## src/rtl/qspi_arbiter_if.sv

```systemverilog
// Register-port bundle between qspi_arbiter (master) and qspi_core (slave).
// The core returns read data on core_rdata_i the cycle after core_re_o.
interface qspi_arbiter_if;
   logic        core_we_o;
   logic        core_re_o;
   logic [23:0] core_addr_o;
   logic [31:0] core_wdata_o;
   logic [31:0] core_rdata_i;

   modport master (
      output core_we_o,
      output core_re_o,
      output core_addr_o,
      output core_wdata_o,
      input  core_rdata_i
   );

   modport slave (
      input  core_we_o,
      input  core_re_o,
      input  core_addr_o,
      input  core_wdata_o,
      output core_rdata_i
   );
endinterface

```

## src/rtl/qspi_arbiter.sv

```systemverilog
// Two-port flash read arbiter and register sequencer for qspi_core.
// Define QSPI_ARB_RR_EN for round-robin tie breaking; otherwise port 0 has fixed priority.
module qspi_arbiter #(
   parameter logic [23:0] CTRL_OFF  = 24'd0,
   parameter logic [23:0] ADDR_OFF  = 24'd4,
   parameter logic [23:0] STAT_OFF  = 24'd8,
   parameter logic [23:0] DATA_OFF  = 24'd12,
   parameter logic [23:0] CMD_OFF   = 24'd20,
   parameter logic [31:0] CTRL_WORD = 32'h0F20_8182,
   parameter logic [31:0] CMD_WORD  = 32'h0000_0004,
   parameter int          TIMEOUT   = 1024
) (
   input  logic                  clk_i,
   input  logic                  rst_ni,
   input  logic                  req0_i,
   input  logic [23:0]           addr0_i,
   output logic                  ack0_o,
   input  logic                  req1_i,
   input  logic [23:0]           addr1_i,
   output logic                  ack1_o,
   output logic [31:0]           rdata_o,
   output logic                  err_o,
   qspi_arbiter_if.master        core
);

   localparam int CNT_W = $clog2(TIMEOUT + 1);
   localparam logic [CNT_W-1:0] TIMEOUT_C = CNT_W'(TIMEOUT);
   localparam logic [CNT_W-1:0] CNT_ONE   = {{(CNT_W-1){1'b0}}, 1'b1};

   typedef enum logic [3:0] {
      ST_IDLE     = 4'd0,
      ST_WR_CTRL  = 4'd1,
      ST_WR_ADDR  = 4'd2,
      ST_WR_CMD   = 4'd3,
      ST_POLL_RD  = 4'd4,
      ST_POLL_CHK = 4'd5,
      ST_DATA_RD  = 4'd6,
      ST_DATA_CHK = 4'd7,
      ST_RESP     = 4'd8
   } state_e;

   state_e           state_q, state_d;
   logic             port_q, port_d;
   logic [23:0]      faddr_q, faddr_d;
   logic [CNT_W-1:0] cnt_q, cnt_d;
   logic             err_q, err_d;
   logic [31:0]      rdata_q, rdata_d;
   logic             ack0_q, ack0_d;
   logic             ack1_q, ack1_d;
   logic             we_q, we_d;
   logic             re_q, re_d;
   logic [23:0]      caddr_q, caddr_d;
   logic [31:0]      wdata_q, wdata_d;
   logic             grant1_s;

`ifdef QSPI_ARB_RR_EN
   logic last_q, last_d;

   // Winner on a tie is the port not served last
   always_comb begin
      grant1_s = 1'b0;
      if (req0_i && req1_i) begin
         grant1_s = ~last_q;
      end else begin
         grant1_s = req1_i;
      end
   end

   // Last-served pointer follows every grant
   always_comb begin
      last_d = last_q;
      if ((state_q == ST_IDLE) && (req0_i || req1_i)) begin
         last_d = grant1_s;
      end else begin
         last_d = last_q;
      end
   end

   // Pointer register, resets to port 1 so port 0 wins the first tie
   always_ff @(posedge clk_i or negedge rst_ni) begin
      if (!rst_ni) begin
         last_q <= 1'b1;
      end else begin
         last_q <= last_d;
      end
   end
`else
   // Fixed priority: port 1 only when port 0 is idle
   always_comb begin
      grant1_s = 1'b0;
      grant1_s = req1_i & ~req0_i;
   end
`endif

   // Next-state and transaction bookkeeping
   always_comb begin
      state_d = state_q;
      port_d  = port_q;
      faddr_d = faddr_q;
      cnt_d   = cnt_q;
      err_d   = err_q;
      rdata_d = rdata_q;
      case (state_q)
         ST_IDLE: begin
            if (req0_i || req1_i) begin
               port_d  = grant1_s;
               faddr_d = grant1_s ? addr1_i : addr0_i;
               state_d = ST_WR_CTRL;
            end else begin
               state_d = ST_IDLE;
            end
         end
         ST_WR_CTRL: state_d = ST_WR_ADDR;
         ST_WR_ADDR: state_d = ST_WR_CMD;
         ST_WR_CMD: begin
            cnt_d   = '0;
            state_d = ST_POLL_RD;
         end
         ST_POLL_RD: begin
            if (cnt_q != TIMEOUT_C) begin
               cnt_d = cnt_q + CNT_ONE;
            end else begin
               cnt_d = cnt_q;
            end
            state_d = ST_POLL_CHK;
         end
         ST_POLL_CHK: begin
            if (core.core_rdata_i[0] == 1'b0) begin
               state_d = ST_DATA_RD;
            end else if (cnt_q < TIMEOUT_C) begin
               state_d = ST_POLL_RD;
            end else begin
               err_d   = 1'b1;
               rdata_d = 32'hDEAD_BEEF;
               state_d = ST_RESP;
            end
         end
         ST_DATA_RD: state_d = ST_DATA_CHK;
         ST_DATA_CHK: begin
            rdata_d = core.core_rdata_i;
            err_d   = 1'b0;
            state_d = ST_RESP;
         end
         ST_RESP: state_d = ST_IDLE;
         default: state_d = ST_IDLE;
      endcase
   end

   // Outputs decoded from the next state so they are registered yet aligned with it
   always_comb begin
      we_d    = 1'b0;
      re_d    = 1'b0;
      caddr_d = 24'd0;
      wdata_d = 32'd0;
      ack0_d  = 1'b0;
      ack1_d  = 1'b0;
      case (state_d)
         ST_WR_CTRL: begin
            we_d    = 1'b1;
            caddr_d = CTRL_OFF;
            wdata_d = CTRL_WORD;
         end
         ST_WR_ADDR: begin
            we_d    = 1'b1;
            caddr_d = ADDR_OFF;
            wdata_d = {8'h00, faddr_d};
         end
         ST_WR_CMD: begin
            we_d    = 1'b1;
            caddr_d = CMD_OFF;
            wdata_d = CMD_WORD;
         end
         ST_POLL_RD: begin
            re_d    = 1'b1;
            caddr_d = STAT_OFF;
         end
         ST_DATA_RD: begin
            re_d    = 1'b1;
            caddr_d = DATA_OFF;
         end
         ST_RESP: begin
            ack0_d = ~port_d;
            ack1_d = port_d;
         end
         default: begin
            we_d = 1'b0;
         end
      endcase
   end

   // State and output registers
   always_ff @(posedge clk_i or negedge rst_ni) begin
      if (!rst_ni) begin
         state_q <= ST_IDLE;
         port_q  <= 1'b0;
         faddr_q <= 24'd0;
         cnt_q   <= '0;
         err_q   <= 1'b0;
         rdata_q <= 32'd0;
         ack0_q  <= 1'b0;
         ack1_q  <= 1'b0;
         we_q    <= 1'b0;
         re_q    <= 1'b0;
         caddr_q <= 24'd0;
         wdata_q <= 32'd0;
      end else begin
         state_q <= state_d;
         port_q  <= port_d;
         faddr_q <= faddr_d;
         cnt_q   <= cnt_d;
         err_q   <= err_d;
         rdata_q <= rdata_d;
         ack0_q  <= ack0_d;
         ack1_q  <= ack1_d;
         we_q    <= we_d;
         re_q    <= re_d;
         caddr_q <= caddr_d;
         wdata_q <= wdata_d;
      end
   end

   assign ack0_o            = ack0_q;
   assign ack1_o            = ack1_q;
   assign rdata_o           = rdata_q;
   assign err_o             = err_q;
   assign core.core_we_o    = we_q;
   assign core.core_re_o    = re_q;
   assign core.core_addr_o  = caddr_q;
   assign core.core_wdata_o = wdata_q;

endmodule

```

## src/flat_wrapper.sv

```systemverilog
// flat-port wrapper written by rule: the top's interface ports become plain ports
module qspi_arbiter_flat 
#(
   parameter logic [23:0] CTRL_OFF  = 24'd0,
   parameter logic [23:0] ADDR_OFF  = 24'd4,
   parameter logic [23:0] STAT_OFF  = 24'd8,
   parameter logic [23:0] DATA_OFF  = 24'd12,
   parameter logic [23:0] CMD_OFF   = 24'd20,
   parameter logic [31:0] CTRL_WORD = 32'h0F20_8182,
   parameter logic [31:0] CMD_WORD  = 32'h0000_0004,
   parameter int          TIMEOUT   = 1024
)
  (clk_i, rst_ni, req0_i, addr0_i, ack0_o, req1_i, addr1_i, ack1_o, rdata_o, err_o, core_core_we_o, core_core_re_o, core_core_addr_o, core_core_wdata_o, core_core_rdata_i);
  qspi_arbiter_if core_i ();
  input  logic clk_i;
  input  logic rst_ni;
  input  logic req0_i;
  input  logic [23:0] addr0_i;
  output logic ack0_o;
  input  logic req1_i;
  input  logic [23:0] addr1_i;
  output logic ack1_o;
  output logic [31:0] rdata_o;
  output logic err_o;
  output wire logic [$bits(core_i.core_we_o)-1:0] core_core_we_o;
  output wire logic [$bits(core_i.core_re_o)-1:0] core_core_re_o;
  output wire logic [$bits(core_i.core_addr_o)-1:0] core_core_addr_o;
  output wire logic [$bits(core_i.core_wdata_o)-1:0] core_core_wdata_o;
  input wire logic [$bits(core_i.core_rdata_i)-1:0] core_core_rdata_i;
  assign core_core_we_o = core_i.core_we_o;
  assign core_core_re_o = core_i.core_re_o;
  assign core_core_addr_o = core_i.core_addr_o;
  assign core_core_wdata_o = core_i.core_wdata_o;
  assign core_i.core_rdata_i = core_core_rdata_i;
  qspi_arbiter #(.CTRL_OFF(CTRL_OFF), .ADDR_OFF(ADDR_OFF), .STAT_OFF(STAT_OFF), .DATA_OFF(DATA_OFF), .CMD_OFF(CMD_OFF), .CTRL_WORD(CTRL_WORD), .CMD_WORD(CMD_WORD), .TIMEOUT(TIMEOUT)) u_core (.clk_i(clk_i), .rst_ni(rst_ni), .req0_i(req0_i), .addr0_i(addr0_i), .ack0_o(ack0_o), .req1_i(req1_i), .addr1_i(addr1_i), .ack1_o(ack1_o), .rdata_o(rdata_o), .err_o(err_o), .core(core_i));
endmodule
```

## config.mk

```make
export PLATFORM = sky130hd
export DESIGN_NAME = qspi_arbiter_flat
export DESIGN_NICKNAME = d
export VERILOG_FILES = /design/src/rtl/qspi_arbiter_if.sv /design/src/rtl/qspi_arbiter.sv /design/src/flat_wrapper.sv
export SDC_FILE = /design/constraint.sdc
export NUM_CORES = 1
export LEC_CHECK = 0
export ABC_AREA = 0
export CORE_MARGIN = 1
export CORE_UTILIZATION = 39
export DETAILED_ROUTE_END_ITERATION = 10
export PLACE_DENSITY = 0.77
export SYNTH_ARGS = -nofsm -noshare
export SYNTH_HDL_FRONTEND = slang
export SYNTH_SLANG_ARGS = --single-unit
```

## constraint.sdc

```tcl
create_clock -name clk_i -period 1.7 [get_ports clk_i]
set_clock_uncertainty 0.05 [all_clocks]
set_input_delay 0.51 -clock clk_i [delete_from_list [all_inputs] [get_ports clk_i]]
set_output_delay 0.51 -clock clk_i [all_outputs]
set_load 0.05 [all_outputs]
```

### Word-level counts from Yosys, hierarchy flattened

Index checks and enable logic that the tools add are counted.
Widths: inputs -> output; s select.

* add/subtract/negate cells: 1
* multiply operators: 0
* divide/modulo/power cells: 0
* $lt $le $gt $ge: 1
* equal/unequal tests: 17
* shift-type cells: 0
* multiplexer cells: 23
* bitwise operators: 3
* reduce and logical (&&, ||, !) cells: 8

Operator list (number)
* $pmux 28 s3: 1
* $mux 24: 3
* $mux 32: 2
* $pmux 32 s2: 1
* $pmux 4 s8: 1
* $eq 4x3->1 const B: 6
* $pmux 11 s2: 1
* $pmux 5 s4: 1
* $eq 4x2->1 const B: 4
* $add 11x1->11 const B: 1
* $lt 11x11->1 const B: 1
* $mux 11: 1
* $ne 11x11->1 const B: 1
* $mux 1: 9
* $eq 4x1->1 const B: 2
* $mux 4: 2
* $eq 4x4->1 const B: 1
* $logic_not 4->1: 1
* $ne 2x2->1 const B: 2
* $reduce_bool 2->1: 2
* $reduce_and 3->1: 1
* $reduce_or 3->1: 1
* $ne 2x1->1 const B: 1
* $not 1->1: 2
* 5 further kinds: 5

* register bits after elaboration: 110
* bits in latches: 0
* RAM bits: 0
* memory bits (read-only): 0
* input port bits: 84
* output and inout port bits: 93
* memories: 0

### Longest topological paths before layout

* depth after elaboration: 7
* mapped depth: 7
* gate-level depth less buffers: 6

### Worst setup path after synthesis

OpenSTA, ideal clock, no wires.

* path kind: reg2reg
* start: register u_core.state_q[2]
* end: register u_core.wdata_q[20] (netlist: u_core.core.core_wdata_o[20])
* setup time: 0.073 ns
* arrival time: 1.741 ns
* required time: 1.577 ns
* path slack: -0.164 ns
* stages on the path, launching flop included: 8
* buffers on the path: 3
* period minus slack after synthesis: 1.864 ns
* cell sequence: dfrtp_1 buf_6 or4_4 buf_6 nor3b_4 buf_6 a222oi_1 nor2_1

* word-level cells in the longest chain between the ends: 4
* elaborated cells between the ends (all ways): 14
* those cells by class: eq/ne (10); mux (3); reduce/logical (1)

Ends and longest elaborated chain
* from (decl): line qspi_arbiter.sv:42 `state_e state_q, state_d;`
* from (signal assigned): line qspi_arbiter.sv:207 `state_q <= state_d;`
* $eq 4x3->1 (tied with other cells): line qspi_arbiter.sv:103 `case (state_q)`
* $pmux 4 s8: line qspi_arbiter.sv:103
* $eq 4x2->1 / $eq 4x1->1 (equally long branches): line qspi_arbiter.sv:157 `case (state_d)`
* $pmux 28 s3 (*): line qspi_arbiter.sv:157
* via u_core.wdata_d[20]: line qspi_arbiter.sv:53 `logic [31:0] wdata_q, wdata_d;`
* to (signal assigned): line qspi_arbiter.sv:218 `wdata_q <= wdata_d;`
* to (decl): line qspi_arbiter.sv:53

The timed path passes the listed nets; every way through them passes the cells marked *.
A chain may end at the register's enable or synchronous reset.

### Worst setup path in the final report

* start: register u_core.state_q[3]
* end: register u_core.wdata_q[13] (netlist: u_core.core.core_wdata_o[13])

Same word-level chain as after synthesis.

==> run_results.csv <==
group,metric,value,unit
status,status,"finished, violations left",
status,violations,"negative setup slack",
timing,min_period,1900,ps
synthesis,syn-mean-instance-area,11.7,sq um
place,io_buffers,151,
critical_path,arrival,2170,ps
floorplanning,core,10800,sq um
place,dp_slack,-569,ps
timing,max_freq,526,MHz
critical_path,path_common_cell,"buf_4",
clocking,cts_max_level,3,
synthesis,synth_edf_count,0,
global_route,first_global_vias,3681,
synthesis,postSynthCellCount,369,
drt,routed-via-count,3543,
synthesis,yosys_warnings,0,
critical_path,path_max_fanout,9,
clocking,clock_latency,370,ps
drt,dr.pass1.iters,5,
clocking,cts_root_buf,"clkbuf_8",
drt,routedWlPerCell,17.2,microns
drt,via_per_inst,5.08,
timing,timing.final.ws_setup,-200,ps
floorplanning,die_area,11500,sq um
floorplanning,ios,177,
synthesis,syn-cell-area,4310,sq um
run,cap_violations,0,
min_path,hold_path_class,"reg -> reg",
timing,period_share,112,%
timing,setup_violations,49,
place,gp_congestion,0.881,
clocking,cts_tree,"done",
synthesis,ys_seq_elements,105,
drt,detail-route-antenna-nets,0,
clocking,clockBufferDepth,2,
critical_path,end_kind,"flip-flop",
global_route,grt_start_max_net_pins,31,
cells_and_area,fin_nets,638,
drt,wl,12.0,mm
clocking,cts-buffers-inserted,9,
place,hpwl,8.68,mm
critical_path,crit_chain,"buf_4 > or4_4 > nor3b_4 > buf_6 > a222oi_1 > buf_4 > nor2_1",
clocking,clock-sinks,105,
floorplanning,fp.dieH,107,microns
cells_and_area,area_growth,68.1,%
cells_and_area,fin_util,67.1,%
timing,rsz0062_at_grt,"true",
critical_path,worst_ep_required_time,1970,ps
timing,hold_viol,0,
clocking,clkTransAtPathRegs,110,ps
drt,drc_errors,0,
floorplanning,num_rows,38,
power,max-vdd-ir-drop,1220,uV
floorplanning,die_w,107,microns
global_route,grt_antenna_before_repair,1,
power,power_density,1960,nW/um^2
synthesis,synth-seq-area-share,61.0,%
power,p_leak,3.39,nW
global_route,grt_usage,21.3,%
critical_path,critPathKind,"reg -> reg",
critical_path,startpoint_type,"flip-flop",
critical_path,cp_slowest_cell,"or4_4",
drt,drtIter0Drc,290,
critical_path,path_buf_inv,3,
critical_path,crit_path_max_incr_delay,440,ps
synthesis,synthFlopType,"dfrtp_1",
global_route,grt_pass1_wl,18.6,mm
floorplanning,start_util,39.9,%
global_route,gr-total-overflow,0,
cells_and_area,drive_above_1_share,26.6,%
critical_path,cp_top_family,"simple AND/OR/NAND/NOR gates",
synthesis,synth-async-reset-ratio,100,%
timing,report.final.slew_viol_count,0,
synthesis,synth_cell_types,40,
==> cells by family after synthesis <==
logic type / count (synthesis) / share of synthesized area, %
other cells: 1 / 0.0870
xor+xnor: 4 / 0.813
buf+inv: 74 / 9.76
mux: 4 / 0.929
simple gates: 94 / 11.1
compound gates: 85 / 15.7
flops: 105 / 61.0
fa+ha+maj: 2 / 0.581
==> registers in the layout, summed over array words and instances (netlist names) <==
| register | flops |
|---|---|
| u_core.port_q | 1 |
| u_core.state_q | 4 |
| u_core.ack1_o | 1 |
| u_core.faddr_q | 24 |
| u_core.core.core_addr_o | 3 |
| u_core.core.core_wdata_o | 25 |
| u_core.core.core_re_o | 1 |
| u_core.ack0_o | 1 |
| u_core.rdata_o | 32 |
| u_core.err_o | 1 |
| u_core.core.core_we_o | 1 |
| u_core.cnt_q | 11 |
==> synth_stat cells (7+ instances only) <==
library cell,n,area (sq um)
nor2b_1,9,56.3
o21ai_0,9,45.0
buf_4,30,225
a31oi_1,7,43.8
a222oi_1,18,180
nor2_1,29,109
inv_1,23,86.3
dfrtp_1,105,2630
nand2_1,26,97.6
o22a_1,24,210
clkbuf_1,11,41.3
a22o_1,8,70.1
nor3_1,7,35.0
==> report_power, final <==
group	internal [mW]	leakage [nW]	switching, mW
Clock	0.589	0.0908	0.895
Combinational	4.09	1.97	4.34
Sequential	3.47	1.32	0.822
Total	8.15	3.39	6.06
==> cells in the final DEF (no fill, tap or decap), types with 4 or more instances in the layout <==
cell type and instances:
nand2_1 26, mux2i_1 4, nor3_1 5, buf_4 32, dfrtp_1 104, nand3_1 4
conb_1 25, a22o_1 8, nor2_1 28, nor4_4 4, buf_6 6, clkdlybuf4s50_1 82
a21oi_1 5, a31oi_1 6, nor2b_1 8, inv_1 23, clkbuf_8 10, o21ai_0 9
a222oi_1 18, buf_12 75, o22a_1 24, a22oi_1 6
==> layer usage <==
layer  part of all wire (%)  vias to the layer above  routed length [microns]  global-route usage, %
li1                       -                     1615                        -                      -
met1                     37                     1772                     4450                   24.6
met2                     55                      136                     6610                   37.9
met3                    5.5                       20                      664                   4.80
met4                    2.5                        0                      301                   9.00
met5                      0                        -                        0                      0
==> timing repair <==
action                     4_1_cts  5_1_grt
hold buffers                     1        0
gates resized for setup         13        6
gates cloned                     1        1
setup buffers                    9        1
pin swaps                       18        6
hold endpoints to repair        17        0
setup endpoints to repair       83       75
==> area by class of cell <==
| type | count | area (sq um) |
|---|---|---|
| repair buffers | 198 | 2690 |
| diodes | 1 | 2.50 |
| clock buffers | 10 | 138 |
| fillers | 729 | 3550 |
| well taps | 140 | 175 |
| multi-input cells | 214 | 1460 |
| inverters | 24 | 92.6 |
| clock inverters | 6 | 48.8 |
| flip-flops and latches | 105 | 2630 |
==> per-stage QoR <==
| step | instance area, sq um | power, mW | TNS [ps] | std cells | hold slack [ps] |
|---|---|---|---|---|---|
| floorplan | 4490 | 8.36 | -4010 | 393 | 164 |
| global placement | 6860 | 12.2 | -24190 | 669 | 371 |
| detailed placement | 6860 | 12.5 | -29980 | 669 | 369 |
| CTS | 7200 | 14.2 | -4810 | 696 | 448 |
| global route | 7240 | 14.8 | -10170 | 698 | 476 |
| finish | 7240 | 14.2 | -5520 | 698 | 450 |
==> worst register-to-register path, stage by stage, from the launching register on <==
cell,delay (ps)
dfrtp_1,430
buf_4,150
or4_4,440
nor3b_4,270
buf_6,180
a222oi_1,100
buf_4,160
nor2_1,80
==> final timing paths <==
check	startpoint	endpoint	slack (ps)	cells past startpoint
worst max register to register	u_core.state_q[3]	u_core.core.core_wdata_o[13]	-200	7
worst min-delay path	u_core.faddr_q[11]	u_core.faddr_q[11]	450	2
worst min register to register	u_core.faddr_q[11]	u_core.faddr_q[11]	450	2
worst max-delay path	u_core.state_q[3]	u_core.core.core_wdata_o[13]	-200	7
max in group asynchronous	rst_ni	u_core.rdata_o[21]	610	3
min in group asynchronous	rst_ni	u_core.core.core_wdata_o[3]	510	2
No activity file was read; power rests on OpenSTA's default activity.
